### src/rtl/room_navigator_pkg.sv
// zork_pkg: shared direction codes, wall bit positions, FSM states and decode helpers.
package zork_pkg;
    typedef enum logic [2:0] {
        DIR_UP    = 3'b000,
        DIR_LEFT  = 3'b010,
        DIR_NONE  = 3'b100,
        DIR_RIGHT = 3'b101,
        DIR_DOWN  = 3'b111
    } dir_t;
    localparam int WALL_N = 3;
    localparam int WALL_S = 2;
    localparam int WALL_E = 1;
    localparam int WALL_W = 0;
    typedef enum logic [1:0] {IDLE, EVAL, HOLD} state_t;
    // Illegal codes fall through to "no move", same as NONE.
    function automatic logic is_move(logic [2:0] d);
        return d == DIR_UP || d == DIR_DOWN || d == DIR_LEFT || d == DIR_RIGHT;
    endfunction
    function automatic logic [1:0] wall_side(dir_t d);
        return d == DIR_UP ? 2'(WALL_N) : d == DIR_DOWN ? 2'(WALL_S) :
               d == DIR_RIGHT ? 2'(WALL_E) : 2'(WALL_W);
    endfunction
endpackage

### src/rtl/room_navigator_if.sv
// room_navigator_if: move handshake, wall-config write port and position/result outputs.
// master drives dir/valid/cfg_*, slave (the navigator) drives ready, position, pulses, count.
interface room_navigator_if #(parameter int XW = 3, parameter int YW = 2);
    logic [2:0]    dir_i;
    logic          valid_i;
    logic          ready_o;
    logic          cfg_we_i;
    logic [XW-1:0] cfg_x_i;
    logic [YW-1:0] cfg_y_i;
    logic [3:0]    cfg_walls_i;
    logic [XW-1:0] positionx_o;
    logic [YW-1:0] positiony_o;
    logic          moved_o;
    logic          blocked_o;
    logic [15:0]   move_count_o;
    modport master (output dir_i, valid_i, cfg_we_i, cfg_x_i, cfg_y_i, cfg_walls_i,
                    input ready_o, positionx_o, positiony_o, moved_o, blocked_o, move_count_o);
    modport slave (input dir_i, valid_i, cfg_we_i, cfg_x_i, cfg_y_i, cfg_walls_i,
                   output ready_o, positionx_o, positiony_o, moved_o, blocked_o, move_count_o);
endinterface

### src/rtl/room_navigator_wall_map.sv
// wall_map: per-cell 4-bit {N,S,E,W} wall register file.
// Ports: clk, rst_n (sync active-low clear), we/wx/wy/wdata write port, rx/ry -> rdata comb read.
module wall_map #(
    parameter int GRID_W = 8,
    parameter int GRID_H = 4,
    localparam int XW = (GRID_W > 1) ? $clog2(GRID_W) : 1,
    localparam int YW = (GRID_H > 1) ? $clog2(GRID_H) : 1
) (
    input  logic          clk,
    input  logic          rst_n,
    input  logic          we,
    input  logic [XW-1:0] wx,
    input  logic [YW-1:0] wy,
    input  logic [3:0]    wdata,
    input  logic [XW-1:0] rx,
    input  logic [YW-1:0] ry,
    output logic [3:0]    rdata
);
    localparam int CELLS = GRID_W * GRID_H;
    localparam int AW = $clog2(CELLS);
    logic [3:0] cells [CELLS];
    logic [AW-1:0] widx, ridx;
    logic in_range;
    always_comb begin
        in_range = int'(wx) < GRID_W && int'(wy) < GRID_H;
        widx = AW'(wy) * AW'(GRID_W) + AW'(wx);
        ridx = AW'(ry) * AW'(GRID_W) + AW'(rx);
        rdata = cells[ridx];
    end
    always_ff @(posedge clk) begin
        if (!rst_n) begin
            for (int i = 0; i < CELLS; i++) cells[i] <= '0;
        end else if (we && in_range) begin
            cells[widx] <= wdata;
        end
    end
endmodule

### src/rtl/room_navigator.sv
// room_navigator: grid walker that accepts one move per held direction, honouring walls and edges.
// Ports: clk_50MHz_i, rst_sync_la_i (sync active-low), bus (room_navigator_if.slave).
module room_navigator import zork_pkg::*; #(
    parameter int GRID_W  = 8,
    parameter int GRID_H  = 4,
    parameter int START_X = 7,
    parameter int START_Y = 3,
    parameter int WRAP    = 0,
    localparam int XW = (GRID_W > 1) ? $clog2(GRID_W) : 1,
    localparam int YW = (GRID_H > 1) ? $clog2(GRID_H) : 1
) (
    input logic clk_50MHz_i,
    input logic rst_sync_la_i,
    room_navigator_if.slave bus
);
    state_t state, state_nx;
    dir_t dir_q;
    logic [3:0] walls_q, cur_walls;
    logic [XW-1:0] pos_x, tgt_x;
    logic [YW-1:0] pos_y, tgt_y;
    logic [15:0] count;
    logic ready, accept, hold_exit, blk, off_edge, moved, blocked;
    logic x_min, x_max, y_min, y_max;

    wall_map #(.GRID_W(GRID_W), .GRID_H(GRID_H)) u_map (
        .clk(clk_50MHz_i), .rst_n(rst_sync_la_i), .we(bus.cfg_we_i),
        .wx(bus.cfg_x_i), .wy(bus.cfg_y_i), .wdata(bus.cfg_walls_i),
        .rx(pos_x), .ry(pos_y), .rdata(cur_walls)
    );

    always_ff @(posedge clk_50MHz_i) begin
        if (!rst_sync_la_i) state <= IDLE;
        else state <= state_nx;
    end

    always_comb begin
        state_nx = state == IDLE ? (accept ? EVAL : IDLE) :
                   state == EVAL ? HOLD : (hold_exit ? IDLE : HOLD);
    end

    always_comb begin
        ready = state == IDLE;
        accept = ready && bus.valid_i && is_move(bus.dir_i);
        // A held direction must be released before the next move is accepted.
        hold_exit = !bus.valid_i || !is_move(bus.dir_i);
        x_min = pos_x == '0;
        x_max = pos_x == XW'(GRID_W - 1);
        y_min = pos_y == '0;
        y_max = pos_y == YW'(GRID_H - 1);
        tgt_x = dir_q == DIR_RIGHT ? (x_max ? '0 : pos_x + XW'(1)) :
                dir_q == DIR_LEFT ? (x_min ? XW'(GRID_W - 1) : pos_x - XW'(1)) : pos_x;
        tgt_y = dir_q == DIR_DOWN ? (y_max ? '0 : pos_y + YW'(1)) :
                dir_q == DIR_UP ? (y_min ? YW'(GRID_H - 1) : pos_y - YW'(1)) : pos_y;
        off_edge = (dir_q == DIR_RIGHT && x_max) || (dir_q == DIR_LEFT && x_min) ||
                   (dir_q == DIR_DOWN && y_max) || (dir_q == DIR_UP && y_min);
        blk = walls_q[wall_side(dir_q)] || (WRAP == 0 && off_edge);
    end

    // Walls are latched at accept so a same-cycle config write cannot affect this move.
    always_ff @(posedge clk_50MHz_i) begin
        if (!rst_sync_la_i) begin
            dir_q <= DIR_NONE;
            walls_q <= '0;
            pos_x <= XW'(START_X);
            pos_y <= YW'(START_Y);
            moved <= 1'b0;
            blocked <= 1'b0;
            count <= '0;
        end else begin
            if (accept) begin
                dir_q <= dir_t'(bus.dir_i);
                walls_q <= cur_walls;
            end
            moved <= state == EVAL && !blk;
            blocked <= state == EVAL && blk;
            if (state == EVAL && !blk) begin
                pos_x <= tgt_x;
                pos_y <= tgt_y;
                if (count != 16'hFFFF) count <= count + 16'd1;
            end
        end
    end

    assign bus.ready_o = ready;
    assign bus.positionx_o = pos_x;
    assign bus.positiony_o = pos_y;
    assign bus.moved_o = moved;
    assign bus.blocked_o = blocked;
    assign bus.move_count_o = count;
endmodule

### src/flat_wrapper.sv
// flat-port wrapper written by rule: the top's interface ports become plain ports
module room_navigator_flat import zork_pkg::*;
#(
    parameter int GRID_W  = 8,
    parameter int GRID_H  = 4,
    parameter int START_X = 7,
    parameter int START_Y = 3,
    parameter int WRAP    = 0,
    localparam int XW = (GRID_W > 1) ? $clog2(GRID_W) : 1,
    localparam int YW = (GRID_H > 1) ? $clog2(GRID_H) : 1
)
  (clk_50MHz_i, rst_sync_la_i, bus_dir_i, bus_valid_i, bus_cfg_we_i, bus_cfg_x_i, bus_cfg_y_i, bus_cfg_walls_i, bus_ready_o, bus_positionx_o, bus_positiony_o, bus_moved_o, bus_blocked_o, bus_move_count_o);
  room_navigator_if bus_i ();
  input logic clk_50MHz_i;
  input logic rst_sync_la_i;
  input wire logic [$bits(bus_i.dir_i)-1:0] bus_dir_i;
  input wire logic [$bits(bus_i.valid_i)-1:0] bus_valid_i;
  input wire logic [$bits(bus_i.cfg_we_i)-1:0] bus_cfg_we_i;
  input wire logic [$bits(bus_i.cfg_x_i)-1:0] bus_cfg_x_i;
  input wire logic [$bits(bus_i.cfg_y_i)-1:0] bus_cfg_y_i;
  input wire logic [$bits(bus_i.cfg_walls_i)-1:0] bus_cfg_walls_i;
  output wire logic [$bits(bus_i.ready_o)-1:0] bus_ready_o;
  output wire logic [$bits(bus_i.positionx_o)-1:0] bus_positionx_o;
  output wire logic [$bits(bus_i.positiony_o)-1:0] bus_positiony_o;
  output wire logic [$bits(bus_i.moved_o)-1:0] bus_moved_o;
  output wire logic [$bits(bus_i.blocked_o)-1:0] bus_blocked_o;
  output wire logic [$bits(bus_i.move_count_o)-1:0] bus_move_count_o;
  assign bus_i.dir_i = bus_dir_i;
  assign bus_i.valid_i = bus_valid_i;
  assign bus_i.cfg_we_i = bus_cfg_we_i;
  assign bus_i.cfg_x_i = bus_cfg_x_i;
  assign bus_i.cfg_y_i = bus_cfg_y_i;
  assign bus_i.cfg_walls_i = bus_cfg_walls_i;
  assign bus_ready_o = bus_i.ready_o;
  assign bus_positionx_o = bus_i.positionx_o;
  assign bus_positiony_o = bus_i.positiony_o;
  assign bus_moved_o = bus_i.moved_o;
  assign bus_blocked_o = bus_i.blocked_o;
  assign bus_move_count_o = bus_i.move_count_o;
  room_navigator #(.GRID_W(GRID_W), .GRID_H(GRID_H), .START_X(START_X), .START_Y(START_Y), .WRAP(WRAP)) u_core (.clk_50MHz_i(clk_50MHz_i), .rst_sync_la_i(rst_sync_la_i), .bus(bus_i));
endmodule
### config.mk
export PLATFORM = sky130hd
export DESIGN_NAME = room_navigator_flat
export DESIGN_NICKNAME = d
export VERILOG_FILES = /design/src/rtl/room_navigator_pkg.sv /design/src/rtl/room_navigator_if.sv /design/src/rtl/room_navigator_wall_map.sv /design/src/rtl/room_navigator.sv /design/src/flat_wrapper.sv
export SDC_FILE = /design/constraint.sdc
export NUM_CORES = 1
export LEC_CHECK = 0
export CORE_MARGIN = 2
export CORE_UTILIZATION = 65
export CTS_CLUSTER_SIZE = 10
export DETAILED_ROUTE_END_ITERATION = 10
export PLACE_DENSITY_LB_ADDON = 0.15
export SLEW_MARGIN = 20
export SYNTH_ARGS = -nofsm -noshare
export SYNTH_HDL_FRONTEND = slang
export SYNTH_SLANG_ARGS = --single-unit
export TNS_END_PERCENT = 10
### constraint.sdc
create_clock -name clk_50MHz_i -period 4 [get_ports clk_50MHz_i]
set_input_delay 0.6 -clock clk_50MHz_i [delete_from_list [all_inputs] [get_ports clk_50MHz_i]]
set_output_delay 0.6 -clock clk_50MHz_i [all_outputs]
set_load 0.01 [all_outputs]
==> flow_metrics.tcl, run 1 <==
set metrics [dict create \
    cts_htree_levels 4 \
    cts_setup_buffers 0 \
    hold_path_depth 2 \
    yosysTopAreaCellShare_pct 48.5 \
    drt-initial-drc-count 523 \
    syn_inst 700 \
    ant_nets 0 \
    num_rows 40 \
    worst_path_max_delay_cell "dfxtp_4" \
    grt_pass1_vias 5346 \
    areaGrowthSynthToFinish_pct 13.3 \
    regToRegEndpoint "u_core.bus.move_count_o[9]" \
    worstHoldPathType "reg -> reg" \
    core_um2 12000 \
    path_cells "inv_1 -> ha_1 -> or3b_1 -> mux4_2 -> nand4_4 -> or4_1 -> a21oi_1" \
    drv_cap 0 \
    gp_congestion 0.851 \
    synth_top_area_cell "edfxtp_1" \
    wire_per_inst_um 19.8 \
    finalHoldViolations 0 \
    yosysMostFrequentCell "and2_1" \
    p_leak_uw 0.00349 \
    worst_setup_path_start_kind "flop" \
    diodes 0 \
    synth_common_cells "and2_1 (130), edfxtp_1 (128), mux2i_1 (67)" \
    remaining_drc_errors 0 \
    min_to "u_core.bus.move_count_o[7]" \
    netlist_area_um2 7920 \
    ys_top_cells_by_area "edfxtp_1 (49%), and2_1 (10%), mux2i_1 (8.5%)" \
    setup_violations 0 \
    clock_skew_ps 7.91 \
    finalSetupTns_ps 0 \
    holdBufCountCts 0 \
    die_y_um 114 \
    syn_avg_cell_area_um2 11.3 \
    r2r_slack_ps 1230 \
    ios 40 \
    timing.fmax_mhz 361 \
    critPathMaxStageDelay_ps 690 \
    dieWidth_um 114 \
    portBuffers 39 \
    cellPowerDensity_nw_per_um2 430 \
    track_usage_pct 27.9 \
    worstRegToRegCells 7 \
    total_power_uw 3860 \
    synth-async-reset-ratio_pct 0 \
    synth_top_flop_cell "edfxtp_1" \
    dr.pass1.iters 5 \
    synth-edff-count 128 \
    hp-start "u_core.bus.move_count_o[7]" \
    worstPathMaxFanout 36 \
    crit_arrival_ps 3120 \
    grt_overflow 0 \
    yosysWarningCount 0 \
    fin_cells 878 \
    slew_headroom_pct 48.1 \
    placed_area_um2 8340 \
    status "complete, no violations" \
    ys_types 49 \
    critPathKind "reg -> reg" \
    grt_pass1_wl_mm 27.4 \
    synth_nets 723 \
    drive_gt1_share_pct 6.84 \
    wirelength_mm 17.4 \
    nets 741 \
    antenna_found_initial 0 \
    start_util_pct 66.2 \
    r2r-start "u_core.bus.positionx_o[0]" \
    clk_latency_ps 430 \
    crit_path_end_kind "flop" \
    cts_buffer_depth 2 \
    clkTransAtPathRegs_ps 60 \
    ctsResizeCount 0 \
    grt_max_degree 47 \
    grt_setup_unrepaired "no" \
    ir_drop_v 0.000404 \
    finalInstanceArea_um2 8980 \
    crit_required_ps 4350 \
    dieArea_um2 13100 \
    hpwl_mm 11.8 \
    worstMarginPinSlew_ps 776 \
    drv_slew 0 \
    cts_tree "built" \
    min_period_over_period_pct 69.2 \
    whs_ps 503 \
    vias_per_cell 6.32 \
    path_buf_inv 1 \
    cts-root-buf "clkbuf_16" \
    post-place-cells 846 \
    ys_seq_area_share_pct 56.6 \
    yosys_register_bits 160 \
    period_minus_slack_ps 2770 \
    cts_sinks 160 \
    numCtsBuffers 17 \
    via_count 5550 \
    crit_family "simple AND/OR/NAND/NOR gates" \
]
==> how the worst max path moves through the flow <==
stage | cells after the start | endpoint | startpoint | slack (ps)
floorplan | 11 | u_core.bus.positiony_o[1] | u_core.bus.positionx_o[0] | 1300
global placement | 4 | u_core.bus.positiony_o[1] | rst_sync_la_i | 1190
detailed placement | 4 | u_core.u_map.cells[0][2] | rst_sync_la_i | 1110
CTS | 7 | u_core.bus.move_count_o[9] | u_core.bus.positionx_o[0] | 1240
global route | 7 | u_core.bus.move_count_o[7] | u_core.bus.positionx_o[0] | 1050
finish | 7 | u_core.bus.move_count_o[9] | u_core.bus.positionx_o[0] | 1230
==> cell type report <==
class	count	area, um2
clock inverters	12	190
repair buffers	48	458
flip-flops and latches	160	4490
inverters	8	30.0
well taps	147	184
multi-input cells	483	3190
clock buffers	20	437
fillers	778	2980
==> report_power, final <==
part           switching, uW  leakage [uW]  internal, uW  total (uW)
Sequential              37.3       0.00148          1870        1910
Clock                    629      0.000300          1100        1730
Combinational            142       0.00171          77.9         220
==> worst reg2reg max path, stage by stage, from the launching register on <==
cell,delay (ps)
dfxtp_4,690
inv_1,140
ha_1,250
or3b_1,170
mux4_2,270
nand4_4,370
or4_1,660
a21oi_1,150
==> flip-flops by register name (all words and copies together), names as in the netlist <==
name,count
u_core.bus.positiony_o,2
u_core.bus.moved_o,1
u_core.u_map.cells,128
u_core.bus.move_count_o,16
u_core.state,2
u_core.bus.blocked_o,1
u_core.bus.positionx_o,3
u_core.dir_q,3
u_core.walls_q,4
==> cell families after synthesis <==
| kind of cell | after synthesis | share of synthesized area (%) |
|---|---|---|
| adders and majority gates | 7 | 1.11 |
| buffers and inverters | 57 | 3.22 |
| and+or+nand+nor | 268 | 19.4 |
| muxes | 69 | 8.89 |
| DFF | 160 | 56.6 |
| AOI/OAI and AO/OA | 138 | 10.7 |
| xor gates and xnor gates | 1 | 0.111 |
==> per-stage QoR <==
stage / utilization (%) / worst slack, ps
after global placement: 69.7 / 1190
after CTS: 75.0 / 1240
final: 75.1 / 1230
after floorplan: - / 1300
after detailed placement: 69.7 / 1110
after global routing: 75.1 / 1050
==> cells in the final DEF, fill, tap and decap left out, types with 2 or more instances in the layout <==
cell	n
clkbuf_1	3
nor2_1	40
dfxtp_1	31
buf_4	9
mux2i_1	67
nor4_1	3
o31ai_1	7
a22oi_1	32
or3b_2	2
o2111ai_1	2
nand4_1	6
clkbuf_16	17
nor2b_1	5
edfxtp_1	128
a21oi_1	37
nand3_1	10
or4_1	12
and2_1	130
nor3_1	3
or3_1	10
o311ai_0	3
inv_1	7
bufinv_16	5
nand3b_1	3
ha_1	7
o21a_1	2
clkinv_2	4
o41ai_1	2
nand2_1	27
nand2b_1	7
clkinvlp_4	2
o21ai_0	46
clkdlybuf4s50_1	39
==> metal layers <==
metal	vias up	part of all wire [%]	track usage, %
met4	0	2.9	11.5
met2	208	49	46.4
met3	45	6.2	5.29
li1	2606	-	-
met1	2691	42	36.1
met5	-	0	0
Note: power is estimated with default switching activity, not from simulation.
==> inputs of run 2 (changes only) <==
Settings changed: CORE_UTILIZATION 65 to 60.
Clock period 4 ns to 2.8 ns, I/O delays scaled along.
==> flow_metrics.tcl, run 2 (synthesis results as in run 1) <==
set metrics [dict create \
    status "complete, no violations" \
    cellPowerDensity_nw_per_um2 589 \
    cts_buffer_depth 2 \
    clock_skew_ps 4.22 \
    crit_end "u_core.bus.move_count_o[5]" \
    critPathMaxStageDelay_ps 460 \
    portBuffers 39 \
    grt_setup_unrepaired "no" \
    numCtsBuffers 17 \
    crit_path_start "u_core.bus.positionx_o[1]" \
    ctsResizeCount 0 \
    gp_congestion 0.823 \
    via_count 5452 \
    layout_commonest_cell "and2_1" \
    num_rows 41 \
    crit_arrival_ps 2770 \
    wirelength_mm 16.9 \
    r2r-start "u_core.bus.positionx_o[1]" \
    nets 755 \
    r2r_slack_ps 380 \
    worstMarginPinSlew_ps 729 \
    hpwl_mm 11.6 \
    remaining_drc_errors 0 \
    dieArea_um2 14100 \
    dr.pass1.iters 5 \
    worstHoldPathType "reg -> reg" \
    crit_required_ps 3150 \
    path_buf_inv 2 \
    worst_path_max_delay_cell "dfxtp_1" \
    crit_family "simple AND/OR/NAND/NOR gates" \
    worstPathMaxFanout 25 \
    ant_nets 0 \
    cts_sinks 160 \
    regToRegEndpoint "u_core.bus.move_count_o[5]" \
    antenna_found_initial 0 \
    die_y_um 119 \
    largest-register "u_core.u_map.cells" \
    grt_overflow 0 \
    path_cells "inv_1 -> ha_1 -> or3b_1 -> mux4_2 -> nand4_4 -> buf_4 -> nor4_1 -> mux2i_1" \
    placed_area_um2 8480 \
    ir_drop_v 0.000617 \
    finalInstanceArea_um2 9080 \
    min_period_over_period_pct 86.4 \
    grt_pass1_wl_mm 27.0 \
    areaGrowthSynthToFinish_pct 14.6 \
    grt_max_degree 37 \
    dieWidth_um 119 \
    fill_cells 881 \
    regArea_um2 4490 \
    ios 40 \
    grt_pass1_vias 5253 \
    critPathKind "reg -> reg" \
    holdBufCountCts 0 \
    clk_latency_ps 420 \
    period_minus_slack_ps 2420 \
    wire_per_inst_um 18.5 \
    setup_slack_ps 380 \
    layout_common_cells "and2_1 (130), edfxtp_1 (128), mux2i_1 (67)" \
    cts_tree "built" \
    drv_slew 0 \
    timing.fmax_mhz 413 \
    largest_reg_flops 128 \
    track_usage_pct 25.0 \
    setup_violations 0 \
    cts_htree_levels 4 \
    cts_setup_buffers 0 \
    p_leak_uw 0.00352 \
    multiInputGateArea_um2 3180 \
    worst-path-stages 8 \
    hp-start "u_core.state[0]" \
    drive_gt1_share_pct 8.46 \
    clkTransAtPathRegs_ps 60 \
    drv_cap 0 \
    crit_path_end_kind "flop" \
    worst_setup_path_start_kind "flop" \
    whs_ps 509 \
    diodes 0 \
    start_util_pct 62.0 \
    cts-root-buf "clkbuf_16" \
    dp_slack_ps 374 \
    core_um2 12800 \
    vias_per_cell 5.95 \
    drt-initial-drc-count 492 \
    finalSetupTns_ps 0 \
    worstRegToRegCells 8 \
    slew_headroom_pct 51.1 \
    finalHoldViolations 0 \
]
==> run 2: changes by cell type in the layout (fill, tap and decap cells not counted), moves of 2 or more <==
cell,previous run,this run
buf_4,9,23
clkinvlp_4,2,6
clkbuf_1,3,0
bufinv_16,5,3
clkinv_1,1,3
clkinv_2,4,2
clkinv_4,0,2
==> run 2: worst min-delay path by stage <==
stage / endpoint / slack, ps / cells after the start
after floorplan: u_core.state[0] / 460 / 1
after global placement: u_core.bus.move_count_o[6] / 470 / 2
after detailed placement: u_core.bus.move_count_o[6] / 500 / 2
after CTS: u_core.bus.move_count_o[7] / 510 / 2
after global routing: u_core.state[0] / 540 / 1
final: u_core.state[0] / 510 / 1
==> run 2: layout make-up <==
class                   count  share of cell area (%)
clock inverters            15                    1.87
well taps                 172                    2.37
clock buffers              17                    4.69
flip-flops and latches    160                    49.4
inverters                   8                   0.331
repair buffers             62                    6.20
multi-input cells         483                    35.1
==> run 2: per-layer routing <==
metal | vias to the layer above | part of all wire (%) | track usage (%) | routed length [um]
met4 | 0 | 1.2 | 6.99 | 208
met2 | 163 | 50 | 41.3 | 8390
li1 | 2631 | - | - | -
met1 | 2636 | 44 | 33.2 | 7370
met5 | - | 0 | 0 | 0
met3 | 22 | 5.7 | 6.08 | 958
==> run 2: per-stage QoR <==
stage                     instances  power, uW  util, %
after floorplan                 700       2960        -
after global placement          885       3080     66.4
after detailed placement        885       3090     66.4
after CTS                       917       5380     71.0
after global routing            917       5520     71.1
final                           917       5350     71.1
==> run 2: worst reg2reg max path, stage by stage (launching register included) <==
cell and delay, ps:
dfxtp_1 460, inv_1 100, ha_1 220, or3b_1 160, mux4_2 260, nand4_4 270, buf_4 290, nor4_1 350
mux2i_1 230
==> run 2: power by group <==
group / internal [uW] / switching (uW)
Sequential: 2680 / 50.7
Clock: 1390 / 911
Combinational: 121 / 196
==> inputs of run 3 (changes only) <==
Settings changed: HOLD_SLACK_MARGIN set to 0.1.
==> results of run 3 <==
No change in the layout: final DEF, timing and power equal those of run 2.
